$ cat src/rtl/pipeline_hazard_ctrl.sv
// rtl/pipeline_hazard_ctrl.sv - pipeline stall/flush sequencer; optional perf counters via PERF_CNT_EN
module pipeline_hazard_ctrl #(
  parameter int RF_ADDR_W   = 5,
  parameter int MEM_TIMEOUT = 255,
  parameter int CNT_W       = 32
) (
  input  logic                 clock,
  input  logic                 reset_n,
  input  logic [RF_ADDR_W-1:0] id_rs1,
  input  logic [RF_ADDR_W-1:0] id_rs2,
  input  logic                 id_use_rs1,
  input  logic                 id_use_rs2,
  input  logic [RF_ADDR_W-1:0] ex_rd,
  input  logic                 ex_mem_read,
  input  logic                 ex_redirect,
  input  logic                 mem_req,
  input  logic                 mem_ready,
  output logic                 pc_en,
  output logic                 if_id_en,
  output logic                 id_ex_en,
  output logic                 ex_mem_en,
  output logic                 mem_wb_en,
  output logic                 if_id_flush,
  output logic                 id_ex_flush,
  output logic                 mem_timeout_err,
  output logic [1:0]           ctrl_state
`ifdef PERF_CNT_EN
  ,
  output logic [CNT_W-1:0]     stall_cycles,
  output logic [CNT_W-1:0]     flush_events
`endif
);

  typedef enum logic [1:0] {
    ST_RUN      = 2'd0,
    ST_MEM_WAIT = 2'd1,
    ST_ERROR    = 2'd2
  } state_t;

  // Wait counter only has to reach MEM_TIMEOUT; it never counts past it.
  localparam int WAIT_W = (MEM_TIMEOUT < 1) ? 1 : $clog2(MEM_TIMEOUT + 1);
  localparam logic [WAIT_W-1:0] TIMEOUT_V = WAIT_W'(MEM_TIMEOUT);
  localparam logic [WAIT_W-1:0] WAIT_ONE  = WAIT_W'(1);

  if (RF_ADDR_W < 1 || CNT_W < 1) begin : g_bad_params
    $error("pipeline_hazard_ctrl: RF_ADDR_W and CNT_W must be at least 1");
  end

  state_t              state_q, state_d;
  logic [WAIT_W-1:0]   wait_cnt_q, wait_cnt_d;
  logic                err_q, err_d;
  logic                load_use;
  logic                run_rules;

  // A dependent load in EX must hold the consumer in ID for one cycle; x0 never creates a dependency.
  assign load_use = ex_mem_read && (ex_rd != '0) &&
                    ((id_use_rs1 && (ex_rd == id_rs1)) || (id_use_rs2 && (ex_rd == id_rs2)));

  // State, wait counter and sticky timeout flag.
  always_ff @(posedge clock or negedge reset_n) begin
    if (!reset_n) begin
      state_q    <= ST_RUN;
      wait_cnt_q <= '0;
      err_q      <= 1'b0;
    end else begin
      state_q    <= state_d;
      wait_cnt_q <= wait_cnt_d;
      err_q      <= err_d;
    end
  end

  // Next state, and whether this cycle's enables follow the normal hazard rules.
  always_comb begin
    state_d    = state_q;
    wait_cnt_d = wait_cnt_q;
    err_d      = err_q;
    run_rules  = 1'b0;
    case (state_q)
      ST_RUN: begin
        if (mem_req && !mem_ready) begin
          state_d    = ST_MEM_WAIT;
          wait_cnt_d = WAIT_ONE;
        end else begin
          run_rules  = 1'b1;
          wait_cnt_d = '0;
        end
      end
      ST_MEM_WAIT: begin
        if (mem_ready) begin
          run_rules  = 1'b1;
          state_d    = ST_RUN;
          wait_cnt_d = '0;
        end else if ((MEM_TIMEOUT != 0) && (wait_cnt_q == TIMEOUT_V)) begin
          state_d = ST_ERROR;
          err_d   = 1'b1;
        end else begin
          wait_cnt_d = wait_cnt_q + WAIT_ONE;
        end
      end
      ST_ERROR: begin
        state_d = ST_ERROR;
      end
      default: begin
        state_d    = ST_RUN;
        wait_cnt_d = '0;
      end
    endcase
  end

  // Enables and flushes: frozen pipe unless the hazard rules apply; redirect outranks load-use.
  always_comb begin
    pc_en       = 1'b0;
    if_id_en    = 1'b0;
    id_ex_en    = 1'b0;
    ex_mem_en   = 1'b0;
    mem_wb_en   = 1'b0;
    if_id_flush = 1'b0;
    id_ex_flush = 1'b0;
    if (reset_n && run_rules) begin
      pc_en     = 1'b1;
      if_id_en  = 1'b1;
      id_ex_en  = 1'b1;
      ex_mem_en = 1'b1;
      mem_wb_en = 1'b1;
      if (ex_redirect) begin
        if_id_flush = 1'b1;
        id_ex_flush = 1'b1;
      end else if (load_use) begin
        pc_en       = 1'b0;
        if_id_en    = 1'b0;
        id_ex_flush = 1'b1;
      end
    end
  end

  assign mem_timeout_err = err_q;
  assign ctrl_state      = state_q;

`ifdef PERF_CNT_EN
  // Stall and flush event counters; both wrap.
  always_ff @(posedge clock or negedge reset_n) begin
    if (!reset_n) begin
      stall_cycles <= '0;
      flush_events <= '0;
    end else begin
      if (!pc_en && ((state_q == ST_RUN) || (state_q == ST_MEM_WAIT))) begin
        stall_cycles <= stall_cycles + CNT_W'(1);
      end
      if (id_ex_flush) begin
        flush_events <= flush_events + CNT_W'(1);
      end
    end
  end
`endif

endmodule

$ cat config.mk
export PLATFORM = sky130hd
export DESIGN_NAME = pipeline_hazard_ctrl
export DESIGN_NICKNAME = d
export VERILOG_FILES = /design/src/rtl/pipeline_hazard_ctrl.sv
export SDC_FILE = /design/constraint.sdc
export NUM_CORES = 1
export LEC_CHECK = 0
export ABC_AREA = 1
export CAP_MARGIN = 25
export CORE_ASPECT_RATIO = 1.25
export CORE_MARGIN = 5
export CORE_UTILIZATION = 47
export DETAILED_ROUTE_END_ITERATION = 16
export MAX_ROUTING_LAYER = met4
export PLACE_DENSITY = 0.95
export SYNTH_ARGS = -nofsm -noshare
export SYNTH_HDL_FRONTEND = slang
export SYNTH_SLANG_ARGS = --single-unit
$ cat constraint.sdc
create_clock -name clock -period 2.3 [get_ports clock]
set_input_delay 0.69 -clock clock [delete_from_list [all_inputs] [get_ports clock]]
set_output_delay 0.69 -clock clock [all_outputs]
set_load 0.01 [all_outputs]
==> reports/qor.yml <==
floorplan:
  die_width_um: 49.4
  fp.dieH_um: 59.3
  core.rowCount: 17
  fp.dieArea_mm2: 0.00293
  initial_core_util_pct: 50.5
  coreArea_mm2: 0.00181
  num_io_pins: 33
place:
  half_perimeter_wire_length_of_the_detailed_placement_result_mm: 2.06
  finalWeightedCongestion: 0.933
  dp_worst_setup_slack_ns: -0.769
  io_buffer_count: 32
power:
  net-switching-power_mw: 0.101
  pwr-share-seq_pct: 49.1
  part_of_the_power_in_the_clock_network_pct: 32.3
  comb_power_share_pct: 18.6
  power.leakage_nw: 0.743
  power-per-cell-area_mw_per_mm2: 309
  power.switching_fraction_pct: 25.5
  internal_power_mw: 0.296
  total_power_mw: 0.398
  peakVddDrop_mv: 0.232
clocking:
  holdBufCountCts: 0
  cts.reportedPaths.clkPinSlew_ns: 0.07
  cts_tree: "built"
  clock_sink_count: 11
  cts_buffers: 3
  root_buffer: "clkbuf_4"
  cts_max_level: 1
  clock_latency_ns: 0.26
  ctsLongestPathBuffers: 2
sta:
  final_report_setup_violation_count: 0
  hold_violations: 0
  finalWorstSetupSlack_ns: 0.0276
  fmax_mhz: 440
  holdWs_ns: 0.475
  finalWorstPathRequiredPeriod_ns: 2.27
  grt_setup_unrepaired: "true"
  final.setup_skew_ns: 0.00422
  final-max-slew-violation-count: 0
  worst_slew_pin_slew_ns: 0.178
  layout_worst_path_cycle_share_pct: 98.8
  timing.slew.headroom_pct: 88.0
worst_setup_path:
  timing.setup.critical_path_class: "in -> out"
  type_of_element_capturing_the_critical_path: "primary output"
  critical_path.max_fanout: 2
  startpoint_type: "input pin"
  cp_data_arrival_time_ns: 1.58
  critical_path_required_ns: 1.61
  startpoint: "id_rs1[2]"
  critical_path.reg2reg.startpoint: "wait_cnt_q[1]"
synth:
  synth_area_leader_cell: "dfrtp_1"
  synth.cell_area_um2: 913
  ys_async_sr_fraction_pct: 100
  synth_cells: 147
  yosys_warnings: 0
  synth.avg_cell_area_um2: 6.21
  synth-edff-count: 0
  synthFlopType: "dfrtp_1"
  ys_ff_latch: 11
  syn_nets: 171
  ys_top_cells_by_area: "dfrtp_1 (30%), nand2_1 (22%), inv_1 (11%)"
  synth.yosys.seq_area_share_pct: 30.1
  yosys_top_cell_area_share_pct: 30.1
  synth.distinct_cells: 20
cells_and_area:
  diodes: 0
  finish.net_count: 218
  utilization_pct: 71.3
  areaGrowthSynthToFinish_pct: 41.1
  final_layout_size_suffix_gt1_share_pct: 35.8
global_routing:
  pin_count_of_the_biggest_net_entering_global_routing: 12
  track_usage_pct: 19.5
  overflow: 0
  first_global_vias: 1115
  grt_first_pass_wirelength_mm: 4.48
  antenna_violations_before_repair: 0
job:
  cap_violations: 0
detailed_routing:
  routed-via-count: 1125
  route.detailed.drc: 0
  residual_antenna_violating_net_count_after_detailed_routing: 0
  first_iter_violations: 26
  wl_per_cell_um: 12.6
  detail_route.first_pass.iterations: 5
  post_drt_via_cell_ratio: 5.31
  wl_mm: 2.67
hold_path:
  min_path_type: "in -> async"
run_status:
  outcome: "finished, final reports clean"
sequential cells by signal (all words and copies together) (netlist names):
register         flops
mem_timeout_err      1
ctrl_state           2
wait_cnt_q           8
cell usage after synthesis (2+ instances only):
cell,count
nand2_1,54
inv_1,26
dfrtp_1,11
nor2_1,11
nand3_1,9
nand4_1,7
o21ai_0,6
nand2_2,4
buf_4,3
o21ai_1,3
o21ai_2,3
or2_2,2
power groups by stage:
stage	clock, mW	sequential, mW	combinational (mW)
3_3_place_gp	0	0.199	0.0794
3_5_place_dp	0	0.199	0.0828
2_1_floorplan	0	0.199	0.0268
6_report	0.128	0.195	0.0740
4_1_cts	0.132	0.195	0.0724
5_1_grt	0.146	0.195	0.0848
routing by layer:
layer  track usage [%]  wire length [um]  part of all wire [%]
met1              19.3               969                    36
met2              35.7              1400                    53
met3              4.28               160                   6.0
met4              9.74               135                   5.1
met5                 -                 0                     0
final timing paths:
path                                   end  slack [ns]  depth (start not counted)
setup / recovery                  if_id_en        0.03                         10
hold / removal               wait_cnt_q[6]        0.48                          2
setup reg to reg             wait_cnt_q[5]        0.85                          9
hold reg to reg            mem_timeout_err        0.48                          2
max in group asynchronous    wait_cnt_q[7]        1.67                          2
min in group clock         mem_timeout_err        0.48                          2
repair_timing:
item	4_1_cts	5_1_grt
cloned	0	0
setup buffers	4	1
setup endpoints to repair	7	7
resized for setup	76	31
pin swaps	21	17
area by class of cell:
cell class | count | area (um2)
Inverter | 27 | 106
Fill cell | 162 | 519
Clock buffer | 4 | 26.3
Multi-Input combinational cell | 106 | 532
Sequential cell | 11 | 275
Timing Repair Buffer | 45 | 325
Tap cell | 19 | 23.8
cells by family (layout without fill, tap and decap cells):
logic type               Yosys count  in the layout  synth area share [%]
AND/OR/NAND/NOR                   92             92                  45.3
buffers and inverters             30             76                  14.1
AO/OA/AOI/OAI                     13             13                  9.04
flip-flops                        11             11                  30.1
adder cells (fa/ha/maj)            1              1                  1.37
metrics by stage:
stage / cell area [um2] / TNS, ns / std cells
after floorplan: 913 / 0 / 147
after global placement: 1290 / -4.58 / 203
after detailed placement: 1290 / -4.95 / 203
after CTS: 1300 / 0 / 211
after global routing: 1290 / -0.134 / 212
final: 1290 / 0 / 212
cells in the final DEF, fill, tap and decap left out, types with 3 or more instances in the layout:
cell | netlist | final
nand2_1 | 54 | 47
o21ai_0 | 6 | 5
clkbuf_2 | 0 | 8
nor2_1 | 11 | 9
buf_4 | 3 | 13
clkbuf_4 | 0 | 3
nand4_1 | 7 | 7
nor2_2 | 1 | 3
dlygate4sd2_1 | 0 | 3
clkdlybuf4s50_1 | 0 | 4
dfrtp_1 | 11 | 11
o21ai_2 | 3 | 3
nand3_1 | 9 | 9
nand2_2 | 4 | 11
inv_2 | 0 | 7
o21ai_1 | 3 | 4
inv_1 | 26 | 19
buf_2 | 0 | 11
worst max-delay path, stage by stage:
cell and delay [ns]:
clkdlybuf4s15_2 0.20, nand2_2 0.07, nand2_2 0.06, nor2_2 0.08
nand3_1 0.10, nand2_2 0.09, nand2_2 0.05, nand2_2 0.05
nand2_2 0.05, buf_2 0.14
No activity file was read; power rests on OpenSTA's default activity.
